## src/rtl/regwrite_trace_fifo_pkg.sv

```systemverilog
// Shared types and default widths for the register write-back trace buffer.
package trace_pkg;

    localparam int CYCLE_W_DEF = 16;
    localparam int DROP_W_DEF  = 8;
    localparam int RD_W        = 5;
    localparam int DATA_W      = 32;

    typedef struct packed {
        logic [CYCLE_W_DEF-1:0] cycle;
        logic [RD_W-1:0]        rd;
        logic [DATA_W-1:0]      data;
    } trace_entry_t;

endpackage

```

## src/rtl/regwrite_trace_fifo_sync_fifo.sv

```systemverilog
// Register-array FIFO with an explicit occupancy counter; push while full is
// accepted only when a pop happens at the same edge.
module sync_fifo #(
    parameter int WIDTH = 8,
    parameter int DEPTH = 16
) (
    input  logic                     clock,
    input  logic                     reset,
    input  logic                     push,
    input  logic [WIDTH-1:0]         push_data,
    input  logic                     pop,
    output logic [WIDTH-1:0]         pop_data,
    output logic [$clog2(DEPTH):0]   count,
    output logic                     full,
    output logic                     empty
);

    localparam int AW = $clog2(DEPTH);

    logic [WIDTH-1:0] mem [DEPTH];
    logic [AW-1:0]    wr_ptr;
    logic [AW-1:0]    rd_ptr;
    logic             do_push;
    logic             do_pop;

    assign empty   = (count == '0);
    assign full    = (count == (AW+1)'(DEPTH));
    assign do_pop  = pop && !empty;
    assign do_push = push && (!full || do_pop);
    assign pop_data = mem[rd_ptr];

    always_ff @(posedge clock) begin
        if (do_push) begin
            mem[wr_ptr] <= push_data;
        end
    end

    // Pointers are exactly log2(DEPTH) wide so they wrap without extra logic.
    always_ff @(posedge clock or posedge reset) begin
        if (reset) begin
            wr_ptr <= '0;
            rd_ptr <= '0;
            count  <= '0;
        end else begin
            if (do_push) wr_ptr <= wr_ptr + AW'(1);
            if (do_pop)  rd_ptr <= rd_ptr + AW'(1);
            case ({do_push, do_pop})
                2'b10:   count <= count + (AW+1)'(1);
                2'b01:   count <= count - (AW+1)'(1);
                default: count <= count;
            endcase
        end
    end

endmodule

```

## src/rtl/regwrite_trace_fifo.sv

```systemverilog
// Timestamps register-file write-backs with a free-running cycle count and
// queues them for a valid/ready consumer, counting events lost while full.
module regwrite_trace_fifo
    import trace_pkg::*;
#(
    parameter int DEPTH   = 16,
    parameter int CYCLE_W = CYCLE_W_DEF,
    parameter int DROP_W  = DROP_W_DEF
) (
    input  logic                    clock,
    input  logic                    reset,
    input  logic                    ctrl_writeEnable,
    input  logic [RD_W-1:0]         ctrl_writeReg,
    input  logic [DATA_W-1:0]       data_writeReg,
    input  logic                    capture_en,
    input  logic                    clear_overflow,
    output logic                    out_valid,
    input  logic                    out_ready,
    output logic [CYCLE_W-1:0]      out_cycle,
    output logic [RD_W-1:0]         out_reg,
    output logic [DATA_W-1:0]       out_data,
    output logic [$clog2(DEPTH):0]  count,
    output logic                    overflow,
    output logic [DROP_W-1:0]       drop_count
);

    localparam int ENTRY_W = CYCLE_W + RD_W + DATA_W;

    logic [CYCLE_W-1:0] cycle_cnt;
    logic               event_v;
    logic               pop;
    logic               drop;
    logic               full;
    logic               empty;
    logic [ENTRY_W-1:0] head;

    always_ff @(posedge clock or posedge reset) begin
        if (reset) cycle_cnt <= '0;
        else       cycle_cnt <= cycle_cnt + CYCLE_W'(1);
    end

    assign event_v = capture_en && ctrl_writeEnable && (ctrl_writeReg != '0);

    // Stream handshake: a transfer happens at a rising edge where out_valid
    // and out_ready are both high; the head stays stable until then.
    assign out_valid = !empty;
    assign pop       = out_valid && out_ready;
    assign drop      = event_v && full && !pop;

    sync_fifo #(
        .WIDTH (ENTRY_W),
        .DEPTH (DEPTH)
    ) u_fifo (
        .clock     (clock),
        .reset     (reset),
        .push      (event_v),
        .push_data ({cycle_cnt, ctrl_writeReg, data_writeReg}),
        .pop       (pop),
        .pop_data  (head),
        .count     (count),
        .full      (full),
        .empty     (empty)
    );

    // Head fields read as zero whenever the queue is empty.
    assign {out_cycle, out_reg, out_data} = empty ? '0 : head;

    // A drop wins over a simultaneous clear so the loss is never hidden.
    always_ff @(posedge clock or posedge reset) begin
        if (reset) begin
            overflow   <= 1'b0;
            drop_count <= '0;
        end else begin
            if (drop)                overflow <= 1'b1;
            else if (clear_overflow) overflow <= 1'b0;

            if (clear_overflow)
                drop_count <= drop ? DROP_W'(1) : '0;
            else if (drop && !(&drop_count))
                drop_count <= drop_count + DROP_W'(1);
        end
    end

endmodule

```

## config.mk

```make
export PLATFORM = sky130hd
export DESIGN_NAME = regwrite_trace_fifo
export DESIGN_NICKNAME = d
export VERILOG_FILES = /design/src/rtl/regwrite_trace_fifo_pkg.sv /design/src/rtl/regwrite_trace_fifo_sync_fifo.sv /design/src/rtl/regwrite_trace_fifo.sv
export SDC_FILE = /design/constraint.sdc
export NUM_CORES = 1
export LEC_CHECK = 0
export ABC_CLOCK_PERIOD_IN_PS = 4300
export CAP_MARGIN = 0
export CORE_MARGIN = 4
export CORE_UTILIZATION = 30
export CTS_CLUSTER_SIZE = 30
export DETAILED_ROUTE_END_ITERATION = 12
export DONT_BUFFER_PORTS = 1
export SLEW_MARGIN = 30
export SYNTH_ARGS = -nofsm -noshare
export SYNTH_HDL_FRONTEND = slang
export SYNTH_SLANG_ARGS = --single-unit
```

## constraint.sdc

```tcl
create_clock -name clock -period 4.3 [get_ports clock]
set_input_delay 0.43 -clock clock [delete_from_list [all_inputs] [get_ports clock]]
set_output_delay 0.43 -clock clock [all_outputs]
set_load 0.02 [all_outputs]
```

* After elaboration in Yosys (flattened, before gate mapping) *
Memories as Yosys holds them, arrays and structs flattened.
Index checks and enable logic that the tools add are counted.
Widths: inputs -> output; s select.

storage, ports and cells
  memories kept = 1
  bits in writable memories = 848
  bits of input ports = 43
  latch bits = 0
  flip-flop bits (word level) = 38
  bits in read-only memories = 0
  word-level logic and storage cells = 44
  output and inout bits = 68

memory list
  name        depth  bits a word  read ports  clocked after Yosys merged registers in  wr ports  RTL line                             text
  u_fifo.mem  16     53           1           0                                        1         regwrite_trace_fifo_sync_fifo.sv:20  logic [WIDTH-1:0] mem [DEPTH];

cells by class
  add/sub/neg operators = 6
  mux-type cells = 9
  reductions and logical operators = 19
  magnitude comparators = 0
  $mul = 0
  shift operators = 0
  divide/modulo/power cells = 0
  bitwise operators = 0
  eq/ne operators = 3

operators with widths
  cell                   count
  $mux 53                1
  $add 16x1->16 const B  1
  $mux 8                 2
  $pmux 5 s2             1
  $add 4x1->4 const B    2
  $add 8x1->8 const B    1
  $logic_and 1x1->1      8
  $reduce_and 8->1       1
  $reduce_bool 2->1      3
  $add 5x1->5 const B    1
  $eq 5x5->1 const B     1
  $logic_not 5->1        1
  $mux 1                 5
  $reduce_bool 5->1      1
  $sub 5x1->5 const B    1
  $logic_not 1->1        4
  $eq 2x1->1 const B     1
  $eq 2x2->1 const B     1
  $logic_or 1x1->1       1

* Depth between registers and ports, before layout *
  depth in word-level cells = 8
  gate-level depth with buffers = 10
  mapped depth without buffers = 10

* Modules after synthesis *
Synthesis repeated with hierarchy kept, for this count alone.

unflattened totals
  cell total of the unflattened synthesis = 1594
  area, all modules = 34232.8 sq um

modules (own cells, without submodules)
  module               cells each  instances  area each (sq um)  sequential area each (sq um)
  sync_fifo            1414        1          32633.8            25789.7
  regwrite_trace_fifo  180         1          1599.0             625.6

* Least setup slack after synthesis *
Ideal clock, no wire load.

  path kind = input-to-reg
  start = in ctrl_writeReg[0]
  end = reg u_fifo.count[4]
  data required time = 4.174 ns
  setup slack = 1.371 ns
  arrival time = 2.802 ns
  stages = 9
  cells stage by stage = or4_4 -> o211a_4 -> nor2_4 -> inv_1 -> fa_1 -> nand2b_1 -> o2bb2ai_1 -> or3_1 -> a311o_1

between the ends
  word-level cells in the longest chain between the ends = 5
  elaborated cells between the ends (all ways) = 7
  classes of those cells = 2 x eq/ne; 1 x mux; 4 x reduce/logical

ends and longest elaborated chain
  what                                                    RTL line                             text
  start, declared                                         regwrite_trace_fifo.sv:13            input logic [RD_W-1:0] ctrl_writeReg,
  $reduce_bool 5->1 (*)                                   regwrite_trace_fifo.sv:42            assign event_v = capture_en && ctrl_writeEnable && (ctrl_writeReg != '0);
  $logic_and 1x1->1 (*)                                   regwrite_trace_fifo.sv:42
  $logic_and 1x1->1 (*)                                   regwrite_trace_fifo_sync_fifo.sv:29  assign do_push = push && (!full || do_pop);
  $eq 2x1->1 / $eq 2x2->1 (equally long branches)         regwrite_trace_fifo_sync_fifo.sv:47  case ({do_push, do_pop})
  $pmux 5 s2 / $reduce_bool 2->1 (equally long branches)  --
  end signal, assigned                                    regwrite_trace_fifo_sync_fifo.sv:48  2'b10: count <= count + (AW+1)'(1);
  end signal, assigned                                    regwrite_trace_fifo_sync_fifo.sv:49  2'b01: count <= count - (AW+1)'(1);
  end signal, assigned                                    regwrite_trace_fifo_sync_fifo.sv:50  default: count <= count;
  end, declared                                           regwrite_trace_fifo_sync_fifo.sv:13  output logic [$clog2(DEPTH):0] count,

Every way passes the cells marked *; elsewhere a longest branch is shown, timed or not.
A chain may end at the register's enable or synchronous reset.

* Final worst setup path *
  start = reg u_fifo.count[4]
  end = out out_cycle[2]

between the ends
  word-level cells in the longest chain between the ends = 2

ends and longest elaborated chain
  what             RTL line                             text
  $logic_not 5->1  regwrite_trace_fifo_sync_fifo.sv:26  assign empty = (count == '0);
  $mux 53          regwrite_trace_fifo.sv:66            assign {out_cycle, out_reg, out_data} = empty ? '0 : head;
  end, declared    regwrite_trace_fifo.sv:19            output logic [CYCLE_W-1:0] out_cycle,

Every way passes these cells.

==> impl_metrics.csv <==
group,metric,value,unit
power,power.leakage,12.4,nW
detailed_routing,met3_length,4750,µm
detailed_routing,dr.first_iter.drc_count,1248,
critical_path,cp_top_family,"simple AND/OR/NAND/NOR gates",
critical_path,cp-start-kind,"flip-flop",
clocking,cts_buffers,93,
cells_and_area,nets,1646,
grt,track_usage,13.1,%
die,coreArea,113000,µm²
critical_path,cp_common_cell,"buf_12",
die,ios,111,
critical_path,path_cells,"nand2b_1, nand2b_4, buf_12, buf_12, o22ai_1",
placed_design,postPlaceCellArea,36300,µm²
timing,fin_crit_sh,88.9,%
timing,setup_slack,0.476,ns
run_status,status,"finished, final reports clean",
clocking,clock_latency,0.65,ns
logic_synthesis,avgSynthCellArea,22.8,µm²
die,die_area,119000,µm²
timing,slew_headroom,39.7,%
power,ir_drop,600,µV
power,p_seq_share,41.7,%
detailed_routing,drcViolationCount,0,
critical_path,crit_fanout,20,
power,p_per_area,620,nW/µm²
power,clkPwrFrac,31.3,%
timing,period_needed,3.82,ns
logic_synthesis,synth-main-ff-cell,"edfxtp_1",
cells_and_area,layout_common_cells,"edfxtp_1 (848), mux4_2 (212), mux2i_1 (107)",
clocking,ctsHtreeMaxLevel,3,
power,swShare,30.5,%
critical_path,cp.arrival,3.39,ns
logic_synthesis,synth-edff-count,848,
logic_synthesis,ys_ff_latch,886,
logic_synthesis,synth_warnings,0,
timing,tns,0,ns
logic_synthesis,synthCells,1491,
clocking,clock_path_buffers,3,
logic_synthesis,syn_area,34100,µm²
grt,grt_pass1_vias,16517,
clocking,path_clk_slew,0.06,ns
grt,antenna_found_initial,3,
cells_and_area,fillers,10325,
cells_and_area,design_area,39600,µm²
clocking,cts_resized,0,
grt,grt_pass1_wl,113000,µm
timing,tightestPinTransition,0.918,ns
cells_and_area,layout_commonest_cell,"edfxtp_1",
clocking,clock-root-buffer,"clkbuf_16",
placed_design,dp_slack,1.09,ns
detailed_routing,wl_met1,34300,µm
detailed_routing,avgRoutedWirePerCell,24.4,µm
detailed_routing,route.met2.wl,36500,µm
power,combPwrFrac,27.0,%
clocking,tritoncts,"yes",
die,rows,123,
detailed_routing,ant_nets,0,
grt,grt_max_degree,77,
timing,whs,0.0874,ns
detailed_routing,wirelength,77300,µm
placed_design,placed_cells,2957,
placed_design,gp_congestion,0.699,
cells_and_area,syn_to_final_growth,16.4,%
min_path,hold_class,"input port to flip-flop",
critical_path,critical_path_class,"flip-flop to output pin",
power,intPower,17.1,mW
die,die_w,345,µm
timing,fmax,261,MHz
power,power,24.6,mW
detailed_routing,via_count,15499,
cells_and_area,final_util,35.2,%
power,p_switching,7.49,mW
timing,skew,0.0228,ns
critical_path,path_buf_inv,2,
timing,finalHoldViolCount,0,
critical_path,end_kind,"output pin",
logic_synthesis,async_flop_share,4.29,%
die,die_h,345,µm
detailed_routing,routed_via_density,4.89,
timing,maxSlewViolCount,0,
timing,grt_setup_unrepaired,"false",
clocking,cts_sinks,886,
critical_path,worstPathRequired,3.87,ns
cells_and_area,final_cells,3167,
logic_synthesis,seq_area_frac_synth,77.6,%
die,initial_core_util,30.2,%
placed_design,hpwl,40100,µm
detailed_routing,drtPass1Iterations,7,
flow_run,drv_cap,0,
grt,overflow,0,
critical_path,cpPeakStageDelay,0.72,ns
critical_path,crit_path_top_delay_cell,"o22ai_1",
logic_synthesis,ys_types,45,
logic_synthesis,synth_fp_nets,1545,
timing,setup_viol,0,
placed_design,port_buffers,0,
detailed_routing,top_layer_used,"met4",
cells_and_area,drive_gt1_share,25.0,%
==> path summary, 6_finish.rpt <==
| check | startpoint | cells past startpoint | slack, ns | end |
|---|---|---|---|---|
| max in group asynchronous | reset | 2 | 3.38 | u_fifo.rd_ptr[3] |
| worst max register to register | u_fifo.count[0] | 5 | 1.35 | u_fifo.mem[2][17] |
| worst min register to register | u_fifo.wr_ptr[2] | 1 | 0.64 | u_fifo.wr_ptr[2] |
| min in group asynchronous | reset | 2 | 0.37 | drop_count[7] |
| worst min-delay path | out_ready | 2 | 0.09 | u_fifo.count[4] |
| worst max-delay path | u_fifo.count[4] | 5 | 0.48 | out_cycle[2] |
==> power groups by stage <==
stage	Clock (mW)	Combinational, mW	Sequential [mW]
2_1_floorplan	0	4.99	10.2
3_3_place_gp	0	6.60	10.4
3_5_place_dp	0	6.73	10.4
4_1_cts	7.91	6.84	10.3
5_1_grt	8.29	7.13	10.3
6_report	7.69	6.63	10.3
==> state kept, by name, indices dropped and copies added, names as in the netlist <==
signal and count:
drop_count 8, cycle_cnt 16, u_fifo.wr_ptr 4, u_fifo.rd_ptr 4
u_fifo.mem 848, u_fifo.count 5, overflow 1
==> Yosys cell counts, drive strengths merged (3+ instances only) <==
| library cell | n | area share [%] |
|---|---|---|
| ha | 10 | 0.37 |
| mux4 | 212 | 14 |
| a21oi | 5 | 0.11 |
| buf | 38 | 0.54 |
| nand4 | 6 | 0.11 |
| and2 | 13 | 0.24 |
| nand2b | 3 | 0.055 |
| nor2 | 15 | 0.19 |
| nand3 | 15 | 0.22 |
| xnor2 | 20 | 0.51 |
| o21ai | 4 | 0.092 |
| dfrtp | 38 | 2.8 |
| and4 | 7 | 0.18 |
| xor2 | 7 | 0.18 |
| clkbuf | 36 | 0.40 |
| nor4 | 5 | 0.11 |
| mux2i | 107 | 3.1 |
| o22ai | 53 | 0.97 |
| and3 | 4 | 0.073 |
| inv | 9 | 0.099 |
| edfxtp | 848 | 75 |
| nand2 | 14 | 0.15 |
==> worst register-to-register path: cells and delay by family (launching register included) <==
family / cells / cell delay (ns)
buf+inv: 1 / 0.32
simple gates: 4 / 1.66
flops: 1 / 0.58
==> cell families after synthesis <==
group                    after synthesis  synth area share [%]
buffers and inverters                 83                  1.03
flip-flops                           886                  77.6
adder cells (fa/ha/maj)               11                 0.426
AO/OA/AOI/OAI                         71                  1.45
AND/OR/NAND/NOR                       92                  1.58
multiplexers                         321                  17.3
XOR/XNOR                              27                 0.694
==> cell type report <==
cell class	instances	area (µm²)	area share, %
sequential	886	26400	66.7
tap	1500	1880	4.74
timing repair buffer	80	1010	2.56
clock inverter	51	459	1.16
antenna	3	7.51	0.0189
clock buffer	116	2450	6.19
inverter	9	35.0	0.0884
multi-input combinational	522	7360	18.6
==> timing repair <==
action,in CTS,in global routing
endpoints found under the hold margin,642,0
hold buffers,40,0
buffers inserted,0,0
setup endpoints to repair,0,0
==> layer usage <==
| metal | track usage (%) | vias to the layer above |
|---|---|---|
| met3 | 3.39 | 123 |
| met5 | 0 | - |
| met4 | 3.50 | 0 |
| li1 | - | 6532 |
| met1 | 18.2 | 8446 |
| met2 | 20.4 | 398 |
Power figures use the tool's default switching activity.
